===== src/rtl/key_io_pkg.sv =====
// Shared constants and state encoding for the key/pulse I/O blocks.
package key_io_pkg;

    localparam logic [15:0] T1MS_DEF    = 16'd49_999;
    localparam logic [6:0]  HIGH_MS_DEF = 7'd20;
    localparam logic [6:0]  GAP_MS_DEF  = 7'd20;
    localparam int          PEND_W_DEF  = 4;

    typedef enum logic [1:0] {
        IDLE = 2'd0,
        HIGH = 2'd1,
        GAP  = 2'd2
    } pulse_state_t;

endpackage


===== src/rtl/ms_tick_gen.sv =====
// Millisecond timebase: counts while run is high, emits one tick per wrap at T1MS.
module ms_tick_gen #(
    parameter logic [15:0] T1MS = 16'd49_999
) (
    input  logic CLK,
    input  logic RSTn,
    input  logic run,
    output logic tick
);

    logic [15:0] cnt_q, cnt_d;

    // Held at zero while stopped so every run starts from a clean millisecond.
    always_comb begin
        cnt_d = 16'd0;
        if (run && (cnt_q != T1MS))
            cnt_d = cnt_q + 16'd1;
    end

    assign tick = run && (cnt_q == T1MS);

    always_ff @(posedge CLK or negedge RSTn) begin
        if (!RSTn)
            cnt_q <= 16'd0;
        else
            cnt_q <= cnt_d;
    end

endmodule


===== src/rtl/pulse_out_module.sv =====
// Fixed-width pulse driver with a minimum gap and an optional request queue.
// Define PULSE_OUT_QUEUE_EN to queue triggers that arrive while busy.
module pulse_out_module
    import key_io_pkg::*;
#(
    parameter logic [15:0] T1MS    = T1MS_DEF,
    parameter logic [6:0]  HIGH_MS = HIGH_MS_DEF,
    parameter logic [6:0]  GAP_MS  = GAP_MS_DEF,
    parameter int          PEND_W  = PEND_W_DEF
) (
    input  logic              CLK,
    input  logic              RSTn,
    input  logic              Trig_Sig,
    output logic              Pin_Out,
    output logic              Busy,
    output logic [PEND_W-1:0] Pend_Cnt,
    output logic              Drop_Sig
);

    pulse_state_t state_q, state_d;
    logic [6:0]   ms_q, ms_d;
    logic         tick;
    logic         phase_end;
    logic         gap_end;
    logic         busy_trig;
    logic         pin_q, busy_q, drop_q, drop_d;

    ms_tick_gen #(.T1MS(T1MS)) u_tick (
        .CLK  (CLK),
        .RSTn (RSTn),
        .run  (state_q != IDLE),
        .tick (tick)
    );

    assign phase_end = tick && (ms_q == ((state_q == HIGH) ? (HIGH_MS - 7'd1) : (GAP_MS - 7'd1)));
    assign gap_end   = (state_q == GAP) && phase_end;
    assign busy_trig = Trig_Sig && (state_q != IDLE);

`ifdef PULSE_OUT_QUEUE_EN
    localparam logic [PEND_W-1:0] PEND_MAX = '1;
    logic [PEND_W-1:0] pend_q, pend_d;

    // A trigger on the last GAP cycle restarts HIGH directly, so it cancels the dequeue.
    always_comb begin
        pend_d = pend_q;
        drop_d = 1'b0;
        if (gap_end) begin
            if ((pend_q != '0) && !Trig_Sig)
                pend_d = pend_q - 1'b1;
        end else if (busy_trig) begin
            if (pend_q != PEND_MAX)
                pend_d = pend_q + 1'b1;
            else
                drop_d = 1'b1;
        end
    end

    always_ff @(posedge CLK or negedge RSTn) begin
        if (!RSTn)
            pend_q <= '0;
        else
            pend_q <= pend_d;
    end

    assign Pend_Cnt = pend_q;
`else
    always_comb begin
        drop_d = busy_trig;
    end

    assign Pend_Cnt = '0;
`endif

    always_comb begin
        state_d = state_q;
        case (state_q)
            IDLE: if (Trig_Sig) state_d = HIGH;
            HIGH: if (phase_end) state_d = GAP;
            GAP: begin
                if (phase_end) begin
`ifdef PULSE_OUT_QUEUE_EN
                    state_d = ((pend_q != '0) || Trig_Sig) ? HIGH : IDLE;
`else
                    state_d = IDLE;
`endif
                end
            end
            default: state_d = IDLE;
        endcase
    end

    // Millisecond count within the current phase; every phase change lands on a tick.
    always_comb begin
        ms_d = ms_q;
        if ((state_q == IDLE) || phase_end)
            ms_d = 7'd0;
        else if (tick)
            ms_d = ms_q + 7'd1;
    end

    always_ff @(posedge CLK or negedge RSTn) begin
        if (!RSTn) begin
            state_q <= IDLE;
            ms_q    <= 7'd0;
            pin_q   <= 1'b0;
            busy_q  <= 1'b0;
            drop_q  <= 1'b0;
        end else begin
            state_q <= state_d;
            ms_q    <= ms_d;
            pin_q   <= (state_d == HIGH);
            busy_q  <= (state_d != IDLE);
            drop_q  <= drop_d;
        end
    end

    assign Pin_Out  = pin_q;
    assign Busy     = busy_q;
    assign Drop_Sig = drop_q;

endmodule


===== config.mk =====
export PLATFORM = sky130hd
export DESIGN_NAME = pulse_out_module
export DESIGN_NICKNAME = d
export VERILOG_FILES = /design/src/rtl/key_io_pkg.sv /design/src/rtl/ms_tick_gen.sv /design/src/rtl/pulse_out_module.sv
export SDC_FILE = /design/constraint.sdc
export NUM_CORES = 1
export LEC_CHECK = 0
export BUFFER_PORTS_ARGS = -buffer_cell sky130_fd_sc_hd__buf_4
export CORE_ASPECT_RATIO = 2
export CORE_MARGIN = 3
export CORE_UTILIZATION = 53
export CTS_BUF_LIST = sky130_fd_sc_hd__clkbuf_4 sky130_fd_sc_hd__clkbuf_8 sky130_fd_sc_hd__clkbuf_16
export DETAILED_ROUTE_END_ITERATION = 8
export GPL_ROUTABILITY_DRIVEN = 0
export PLACE_DENSITY = 0.75
export REMOVE_ABC_BUFFERS = 1
export SLEW_MARGIN = 20
export SYNTH_ARGS = -nofsm -noshare
export SYNTH_HDL_FRONTEND = slang
export SYNTH_SLANG_ARGS = --single-unit

===== constraint.sdc =====
create_clock -name CLK -period 1.7 [get_ports CLK]
set_input_delay 0.085 -clock CLK [delete_from_list [all_inputs] [get_ports CLK]]
set_output_delay 0.085 -clock CLK [all_outputs]
set_load 0.05 [all_outputs]

==> flow_metrics.env <==
export IMPL_p_leak_nw=0.779
export IMPL_rrSetupSlack_ps=-30
export IMPL_ys_seq_area_frac=0.488
export IMPL_clkLatencyLatePin_ps=280
export IMPL_synth_avg_cell_area_um2=9.97
export IMPL_cpLargestDelayFamily="simple AND/OR/NAND/NOR gates"
export IMPL_cts_root_buf="clkbuf_8"
export IMPL_p_clk_frac=0.220
export IMPL_syn_to_final_growth_pct=23.0
export IMPL_finalCritPeriodShare=1.02
export IMPL_crit_slowest_cell="or4b_1"
export IMPL_crit_required_ps=1910
export IMPL_layout_min_cycle_time_ps=1730
export IMPL_worst_slack_ps=-27.2
export IMPL_skew_ps=4.95
export IMPL_core_area_um2=2570
export IMPL_clock_sinks=28
export IMPL_worstPathArrival_ps=1930
export IMPL_final_layout_size_suffix_gt1_frac=0.262
export IMPL_startpoint_type="flip-flop"
export IMPL_yosys_area_top_type="dfrtp_1"
export IMPL_die_h_um=79.6
export IMPL_vias=1199
export IMPL_grt_pass1_vias=1251
export IMPL_setup_worst_path_end_class="flip-flop"
export IMPL_cts_buffers=3
export IMPL_rsz0062_at_grt="yes"
export IMPL_synth_area_leaders="dfrtp_1 49%, nor2_1 4.7%, xnor2_1 4.3%, nand4_1 3.9%, xor2_1 3.7%"
export IMPL_die_x_um=42.8
export IMPL_cts_path_max_buffers=2
export IMPL_seqPwrFrac=0.495
export IMPL_crit_path_cell_trace="nor4b_4 > nand4_1 > buf_6 > or4b_1 > a21oi_1"
export IMPL_die_area_um2=3410
export IMPL_placed_area_um2=1600
export IMPL_boundaryPins=10
export IMPL_start_util=0.559
export IMPL_hold_viol=0
export IMPL_track_usage=0.220
export IMPL_layout_common_cells="28 x dfrtp_1, 26 x buf_4, 18 x nor2_1, 10 x nand3_1, 9 x nand4_1"
export IMPL_cts_tree="done"
export IMPL_status="finished, violations left"
export IMPL_ys_ff_latch=28
export IMPL_cp_buffers_inverters=1
export IMPL_p_sw_frac=0.316
export IMPL_grt_pass1_wl_um=5600
export IMPL_power_density_nw_per_um2=920
export IMPL_p_int_w=0.00111
export IMPL_netlist_area_um2=1440
export IMPL_final_cell_area_um2=1770
export IMPL_via_per_inst=6.00
export IMPL_switching_power_w=0.000514
export IMPL_netlist_area_leader_share=0.488
export IMPL_wirelength_um=3430
export IMPL_drtPass1Iterations=4
export IMPL_whs_ps=43.7
export IMPL_diodes=0
export IMPL_grt_max_degree=29
export IMPL_antenna_found_initial=0
export IMPL_cap_violations=0
export IMPL_cpPeakStageDelay_ps=470
export IMPL_gr_total_overflow=0
export IMPL_ir_drop_uv=875
export IMPL_violations="negative setup slack"
export IMPL_slew_violations=0
export IMPL_path_class="flip-flop to flip-flop"
export IMPL_setup_viol=1
export IMPL_drtIter0Drc=30
export IMPL_worstPathMaxFanout=5
export IMPL_port_buffers=5
export IMPL_synth_cell_types=36
export IMPL_yosys_warnings=0
export IMPL_clock_fmax_ghz=0.579
export IMPL_clk_pin_slew_ps=90
export IMPL_drcViolationCount=0
export IMPL_synthCells=144
export IMPL_fin_nets=179
export IMPL_p_comb_frac=0.285
export IMPL_antenna_left=0
export IMPL_final_common_cell="dfrtp_1"
export IMPL_routedWlPerCell_um=17.1
export IMPL_fin_cells=200
export IMPL_rows=26
export IMPL_place_hpwl_um=2430
export IMPL_placed_cells=191
export IMPL_h_tree_depth=1
export IMPL_min_path_type="input pin to flip-flop"
==> state kept, by name (all words and copies together), names as in the netlist <==
signal	cells
u_tick.cnt_q	16
ms_q	7
state_q	2
Busy	1
Drop_Sig	1
Pin_Out	1
==> logic make-up after synthesis <==
group,synth area share
AND/OR/NAND/NOR,0.281
other,0.00261
flip-flops,0.488
adder cells (fa/ha/maj),0.0174
XOR/XNOR,0.0793
buffers and inverters,0.0540
AO/OA/AOI/OAI,0.0775
==> synth_stat cells <==
cell type  instances
nand2_1            8
or4_1              3
or3_1              3
xnor2_1            7
o21bai_1           1
nor4b_4            1
buf_2              2
nand4_1            9
nor4_1             3
nand2b_1           1
nor2_1            18
ha_1               2
o31ai_1            4
nor4b_1            1
o21ai_0            4
and3_1             2
o41ai_1            1
a21oi_1            6
and4b_1            1
inv_1              3
or4b_1             1
and3_2             1
and2_1             1
or2_2              1
and4bb_1           2
buf_6              2
buf_4              4
xor2_1             6
conb_1             1
nand3_1           10
clkbuf_1           1
o211ai_1           1
dfrtp_1           28
nor3_1             3
a21boi_0           1
and4_1             1
==> final cells by class <==
type / count / area [um^2]
clock buffer: 3 / 41.3
fill: 208 / 803
inverter: 3 / 11.3
multi-input combinational: 107 / 734
sequential: 28 / 701
tap: 28 / 35.0
timing repair buffer: 31 / 244
==> repair_timing <==
item / CTS / global route
gates resized for setup: 6 / 10
gates cloned: 1 / 0
pin swaps: 9 / 7
setup endpoints to repair: 22 / 27
endpoints found under the hold margin: 28 / 0
hold buffers: 1 / 0
buffers inserted: 3 / 2
==> layer usage <==
| metal | up-vias | track usage | share of wire |
|---|---|---|---|
| met5 | - | 0 | 0 |
| met4 | 0 | 0.131 | 0.032 |
| met3 | 10 | 0.0316 | 0.022 |
| met2 | 21 | 0.414 | 0.59 |
| met1 | 600 | 0.213 | 0.35 |
| li1 | 568 | - | - |
==> worst paths after layout <==
| path | start | endpoint | depth (start not counted) |
|---|---|---|---|
| worst min-delay path | Trig_Sig | Drop_Sig | 2 |
| worst max register to register | u_tick.cnt_q[12] | ms_q[2] | 5 |
| min in group asynchronous | RSTn | u_tick.cnt_q[10] | 2 |
| max in group asynchronous | RSTn | ms_q[2] | 2 |
| worst min register to register | ms_q[0] | ms_q[0] | 1 |
| worst max-delay path | u_tick.cnt_q[12] | ms_q[2] | 5 |
==> through the flow <==
step            util  TNS (ps)  power [W]  setup WS, ps
2_1_floorplan      -      -294    0.00103          -115
3_3_place_gp   0.624         0    0.00123          4.48
3_5_place_dp   0.624      -158    0.00126         -50.2
4_1_cts        0.664     -17.8    0.00164         -17.8
5_1_grt        0.687      -548    0.00170          -130
6_report       0.687     -27.2    0.00163         -27.2
==> power by group through the flow <==
stage	registers, W	logic, W	clock network [W]
floorplan	0.000861	0.000172	0
global placement	0.000811	0.000415	0
detailed placement	0.000818	0.000442	0
CTS	0.000807	0.000468	0.000368
global route	0.000814	0.000497	0.000388
finish	0.000805	0.000463	0.000357
Power figures use the tool's default switching activity.
